--- src/rtl/apu_reg_interface.sv ---
// rtl/apu_reg_interface.sv - APU $4000-$4017 register front end with per-register write strobes.
// Optional $4015 status read-back is built only when APU_STATUS_READ_EN is defined.
module apu_reg_interface #(
    parameter int NUM_REGS    = 24,
    parameter int ADDR_WIDTH  = 5,
    parameter int STATUS_ADDR = 21
) (
    input  logic                  iClk,
    input  logic                  iReset_n,
    input  logic                  iCs,
    input  logic                  iRw,
    input  logic [ADDR_WIDTH-1:0] iAddr,
    input  logic [7:0]            iData,
    input  logic [3:0]            iLen_status,
    input  logic                  iDmc_active,
    input  logic                  iFrame_irq,
    input  logic                  iDmc_irq,
    output logic [NUM_REGS*8-1:0] oRegs,
    output logic [NUM_REGS-1:0]   oWr,
    output logic [7:0]            oData,
    output logic                  oFrame_irq_clr
);

    logic                cs_d;
    logic                start;
    logic [NUM_REGS-1:0] wr_hit;

    // A CPU access may hold iCs for many cycles; only its first cycle acts.
    assign start = iCs & ~cs_d;

    // Out-of-range offsets match no decode entry and are dropped naturally.
    always_comb begin
        wr_hit = '0;
        for (int k = 0; k < NUM_REGS; k++) begin
            wr_hit[k] = start & ~iRw & (iAddr == ADDR_WIDTH'(k));
        end
    end

    always_ff @(posedge iClk or negedge iReset_n) begin
        if (!iReset_n) begin
            cs_d  <= 1'b0;
            oRegs <= '0;
            oWr   <= '0;
        end else begin
            cs_d <= iCs;
            oWr  <= wr_hit;
            for (int k = 0; k < NUM_REGS; k++) begin
                if (wr_hit[k]) begin
                    oRegs[8*k +: 8] <= iData;
                end
            end
        end
    end

`ifdef APU_STATUS_READ_EN
    logic       status_hit;
    logic [7:0] status_byte;

    assign status_hit  = (iAddr == ADDR_WIDTH'(STATUS_ADDR));
    assign status_byte = {iDmc_irq, iFrame_irq, 1'b0, iDmc_active, iLen_status};

    always_ff @(posedge iClk or negedge iReset_n) begin
        if (!iReset_n) begin
            oData          <= 8'h00;
            oFrame_irq_clr <= 1'b0;
        end else begin
            oFrame_irq_clr <= 1'b0;
            if (start && iRw) begin
                oData          <= status_hit ? status_byte : 8'h00;
                oFrame_irq_clr <= status_hit;
            end
        end
    end
`else
    logic unused_status;

    assign unused_status  = ^{iLen_status, iDmc_active, iFrame_irq, iDmc_irq};
    assign oData          = 8'h00;
    assign oFrame_irq_clr = 1'b0;
`endif

endmodule

--- config.mk ---
export PLATFORM = sky130hd
export DESIGN_NAME = apu_reg_interface
export DESIGN_NICKNAME = d
export VERILOG_FILES = /design/src/rtl/apu_reg_interface.sv
export SDC_FILE = /design/constraint.sdc
export NUM_CORES = 1
export LEC_CHECK = 0
export BUFFER_PORTS_ARGS = -buffer_cell sky130_fd_sc_hd__buf_2
export CAP_MARGIN = 20
export CELL_PAD_IN_SITES_DETAIL_PLACEMENT = 1
export CELL_PAD_IN_SITES_GLOBAL_PLACEMENT = 1
export CORE_MARGIN = 3
export CORE_UTILIZATION = 43
export CTS_BUF_LIST = sky130_fd_sc_hd__clkbuf_4 sky130_fd_sc_hd__clkbuf_8
export DETAILED_ROUTE_END_ITERATION = 7
export HOLD_SLACK_MARGIN = 0.1
export PLACE_DENSITY = 0.93
export SYNTH_ARGS = -nofsm -noshare
export SYNTH_HDL_FRONTEND = slang
export SYNTH_SLANG_ARGS = --single-unit
--- constraint.sdc ---
create_clock -name iClk -period 2.54 [get_ports iClk]
set_clock_uncertainty 0.1 [all_clocks]
set_input_delay 0.635 -clock iClk [delete_from_list [all_inputs] [get_ports iClk]]
set_output_delay 0.635 -clock iClk [all_outputs]
set_load 0.02 [all_outputs]
**Word level (Yosys, flattened, before mapping)**

Index checks and enable logic that the tools add are counted.

- Output and inout port bits: 225
- Logic and storage cells: 78
- Bits of input ports: 24
- Register bits: 217

- Bitwise operators: 28
- Reduce and logical (&&, ||, !) cells: 1
- Equality and inequality tests: 23

Operator list:

| kind | count |
|---|---|
| $eq A5 B4 Y1 const B | 8 |
| $eq A5 B5 Y1 const B | 8 |
| $and A1 B1 Y1 | 26 |
| $eq A5 B3 Y1 const B | 4 |
| $eq A5 B2 Y1 const B | 2 |
| $eq A5 B1 Y1 const B | 1 |
| $logic_not A5 Y1 | 1 |
| $not A1 Y1 | 2 |

**Logic depth before layout (Yosys ltp)**

- Word-level depth: 4
- Mapped depth: 6
- Gate-level depth less buffers: 3

**Worst setup path before layout**

No wires, ideal clock.

- Path kind: input -> register
- From: input iAddr[3]
- To: register oRegs[136]
- Library setup time: 0.125 ns
- Arrival time: 2.264 ns
- Stages on the path: 6
- Slack: 0.050 ns
- Path buffers: 3
- Required time: 2.315 ns
- Cells stage by stage: buf_6 -> or4b_1 -> buf_2 -> or4_4 -> buf_6 -> mux2_4

- Word-level cells in the longest chain between the ends: 2

Ends and longest elaborated chain:

| what | line | source |
|---|---|---|
| from (decl) | 12 | `input logic [ADDR_WIDTH-1:0] iAddr,` |
| $eq A5 B5 Y1 | 35 | `wr_hit[k] = start & ~iRw & (iAddr == ADDR_WIDTH'(k));` |
| $and A1 B1 Y1 | 35 |  |
| to (signal, indexed assignment) | 49 | `oRegs[8*k +: 8] <= iData;` |
| to (decl) | 18 | `output logic [NUM_REGS*8-1:0] oRegs,` |

Every way passes these cells.
A chain may end at the register's enable or synchronous reset.

**Worst setup path in the final report**

- From: register cs_d
- To: register oRegs[55]

- Word-level cells in the longest chain between the ends: 4

Ends and longest elaborated chain:

| what | line | source |
|---|---|---|
| from (decl) | 24 | `logic cs_d;` |
| from (signal assigned) | 45 | `cs_d <= iCs;` |
| $not A1 Y1 | 29 | `assign start = iCs & ~cs_d;` |
| $and A1 B1 Y1 | 29 |  |
| $and A1 B1 Y1 (2 in series) | 35 |  |

Every way passes these cells.

==> flow_summary.toml <==
[sta]
tns_ns = 0
slew_headroom = 0.567
hold_viol_final = 0
slew_viol_final = 0
timing.final.ws_setup_ns = 0.513
period_share = 0.798
period_needed_ns = 2.03
hold_ws_ns = 0.207
rsz0062_at_grt = "false"
worstMarginPinSlew_ns = 0.649
finalSetupViolations = 0
fmax_mhz = 493

[clock_network]
htree_num_levels = 2
clkTransAtPathRegs_ns = 0.06
cts_buffers = 36
cts_buffer_depth = 3
cts_tree = "yes"
clock_sinks = 217
clk_latency_ns = 0.52
ctsResizeCount = 0
clockRootBuffer = "clkbuf_8"

[floorplanning]
die_area_mm2 = 0.0208
core_mm2 = 0.0184
rows = 49
die_x_um = 144
ioPinCount = 249
dieHeight_um = 144
start_util = 0.447

[placement]
place_hpwl_um = 16500
gp_congestion = 0.784
portBuffers = 232
placed_area_mm2 = 0.00980
place_ws_ns = 0.0232

[synth]
synth_area_leaders = "dfrtp_1 66%, mux2_2 25%, mux2_4 1.5%, clkbuf_1 1.1%, buf_4 0.82%"
synth_top_area_share = 0.661
ys.flop_type = "dfrtp_1"
ys_seq_area_frac = 0.661
synth_warnings = 0
yosysMostFrequentCell = "dfrtp_1"
synth_edf_count = 0
synthDistinctLibCells = 31
synth.top_cells.by_count = "217 x dfrtp_1, 184 x mux2_2, 23 x clkbuf_1, 16 x inv_1, 9 x buf_4"
synth-seq-cells = 217
synthArstFlopShare = 1.00
syn_area_per_cell_um2 = 16.2
synth_top_area_cell = "dfrtp_1"
postSynthCellCount = 507
syn-cell-area_mm2 = 0.00822

[power]
power.leakage_nw = 6.11
cell_internal_pwr_mw = 6.03
p_clk_frac = 0.398
power_density_mw_per_mm2 = 782
vdd_drop_max_uv = 526
p_seq_frac = 0.467
p_sw_frac = 0.272
power.switching_mw = 2.25
combinationalPowerShare = 0.136

[global_routing]
grt_pass1_wl_um = 37100
globalRoute.busiestLayer = "met2"
use_met2 = 0.433
overflow = 0
met1_usage = 0.265
antenna_found_initial = 2
grt_usage = 0.239
grt_max_degree = 74
grt_pass1_vias = 6050
grt.met3_usage = 0.0615

[final_layout]
finalCoreUtilization = 0.575
layout-drive-gt1-share = 0.653
area_growth_pct = 28.8
fillCellCount = 1817
final_nets = 801
stdcell_area_mm2 = 0.0106

[routing]
vias = 5420
drc_errors = 0
drt_pass1_iterations = 4
avgViaCountPerCell = 5.25
drtAntennaViolNets = 0
wl_per_cell_um = 24.2
drt-total-wl_um = 24900
drt_iter0_drc = 164

[setup_path]
critical_path_class = "reg2reg"
cp_max_fo = 9
arrival_ns = 2.33
start_kind = "flop"
worst_ep_required_time_ns = 2.84
end_kind = "flop"

[hold_path]
holdCritPathClass = "in2reg"

[job]
max_cap_viol_count = 0

[status]
status = "completed"
-- through the flow --
step | cells | power, mW
after floorplan | 515 | 4.52
after global placement | 967 | 4.97
after detailed placement | 967 | 5.04
after CTS | 1030 | 8.37
after global routing | 1032 | 8.62
final | 1032 | 8.28
-- worst max-delay path, cell delays in order, from the launching register on --
cell,delay [ns]
dfrtp_1,0.44
nor4bb_1,0.50
nand2_1,0.45
mux2_2,0.41
-- worst paths after layout --
| kind | start | end | slack [ns] | cells after the start |
|---|---|---|---|---|
| setup / recovery | cs_d | oRegs[55] | 0.51 | 3 |
| hold / removal | iCs | cs_d | 0.21 | 1 |
| setup reg to reg | cs_d | oRegs[55] | 0.51 | 3 |
| hold reg to reg | oRegs[6] | oRegs[6] | 0.40 | 1 |
| max in group asynchronous | iReset_n | oRegs[151] | 1.03 | 3 |
| min in group asynchronous | iReset_n | oRegs[53] | 0.60 | 2 |
-- cells in the final DEF, fill, tap and decap left out, drive strengths merged --
| cell type | netlist | final |
|---|---|---|
| nand3b | 1 | 1 |
| nand2b | 1 | 1 |
| clkinv | 0 | 2 |
| or4 | 2 | 2 |
| nor2b | 1 | 1 |
| bufinv | 0 | 2 |
| dfrtp | 217 | 217 |
| buf | 17 | 262 |
| nor3 | 3 | 3 |
| clkinvlp | 0 | 1 |
| nor4b | 2 | 2 |
| nor4bb | 4 | 4 |
| and4 | 3 | 3 |
| or4b | 1 | 1 |
| nor2 | 2 | 2 |
| nand4 | 1 | 1 |
| nor4 | 5 | 5 |
| clkbuf | 23 | 57 |
| nand3 | 4 | 4 |
| nand4b | 2 | 2 |
| inv | 16 | 17 |
| or3 | 1 | 1 |
| nand4bb | 1 | 1 |
| nand2 | 6 | 6 |
| and3 | 1 | 1 |
| diode | 0 | 2 |
| mux2 | 192 | 192 |
| conb | 1 | 9 |
| dlygate4sd3 | 0 | 1 |
-- area by class of cell --
class / instances / area (um2) / area share
flip-flops and latches: 217 / 5430 / 0.513
multi-input cells: 242 / 2540 / 0.240
repair buffers: 264 / 1490 / 0.141
clock buffers: 56 / 683 / 0.0645
well taps: 229 / 287 / 0.0271
clock inverters: 6 / 86.3 / 0.00816
inverters: 16 / 60.1 / 0.00567
diodes: 2 / 5.00 / 0.000473
-- power by group through the flow --
stage	combinational [mW]	clock, mW	sequential [mW]
CTS	1.14	3.37	3.86
global route	1.19	3.54	3.89
global placement	1.08	0	3.89
finish	1.12	3.29	3.86
floorplan	0.307	0	4.22
detailed placement	1.13	0	3.91
-- flip-flops by register name, summed over array words and instances (netlist names) --
signal and count:
cs_d 1, oRegs 192, oWr 24
-- logic make-up (layout without fill, tap and decap cells) --
family,after synthesis,after routing,share of synthesized area
muxes,192,192,0.267
other,1,11,0.000456
buffers and inverters,56,342,0.0332
DFF,217,217,0.661
and+or+nand+nor,41,41,0.0388
-- routing by layer --
metal	up-vias	wire length, um
met3	64	1630
met2	221	13300
met4	0	914
met5	-	0
li1	2294	-
met1	2841	9120
-- repair_timing --
action	CTS	global route
hold buffers	1	0
hold endpoints to repair	67	0
buffers inserted	0	0
Power figures use the tool's default switching activity.
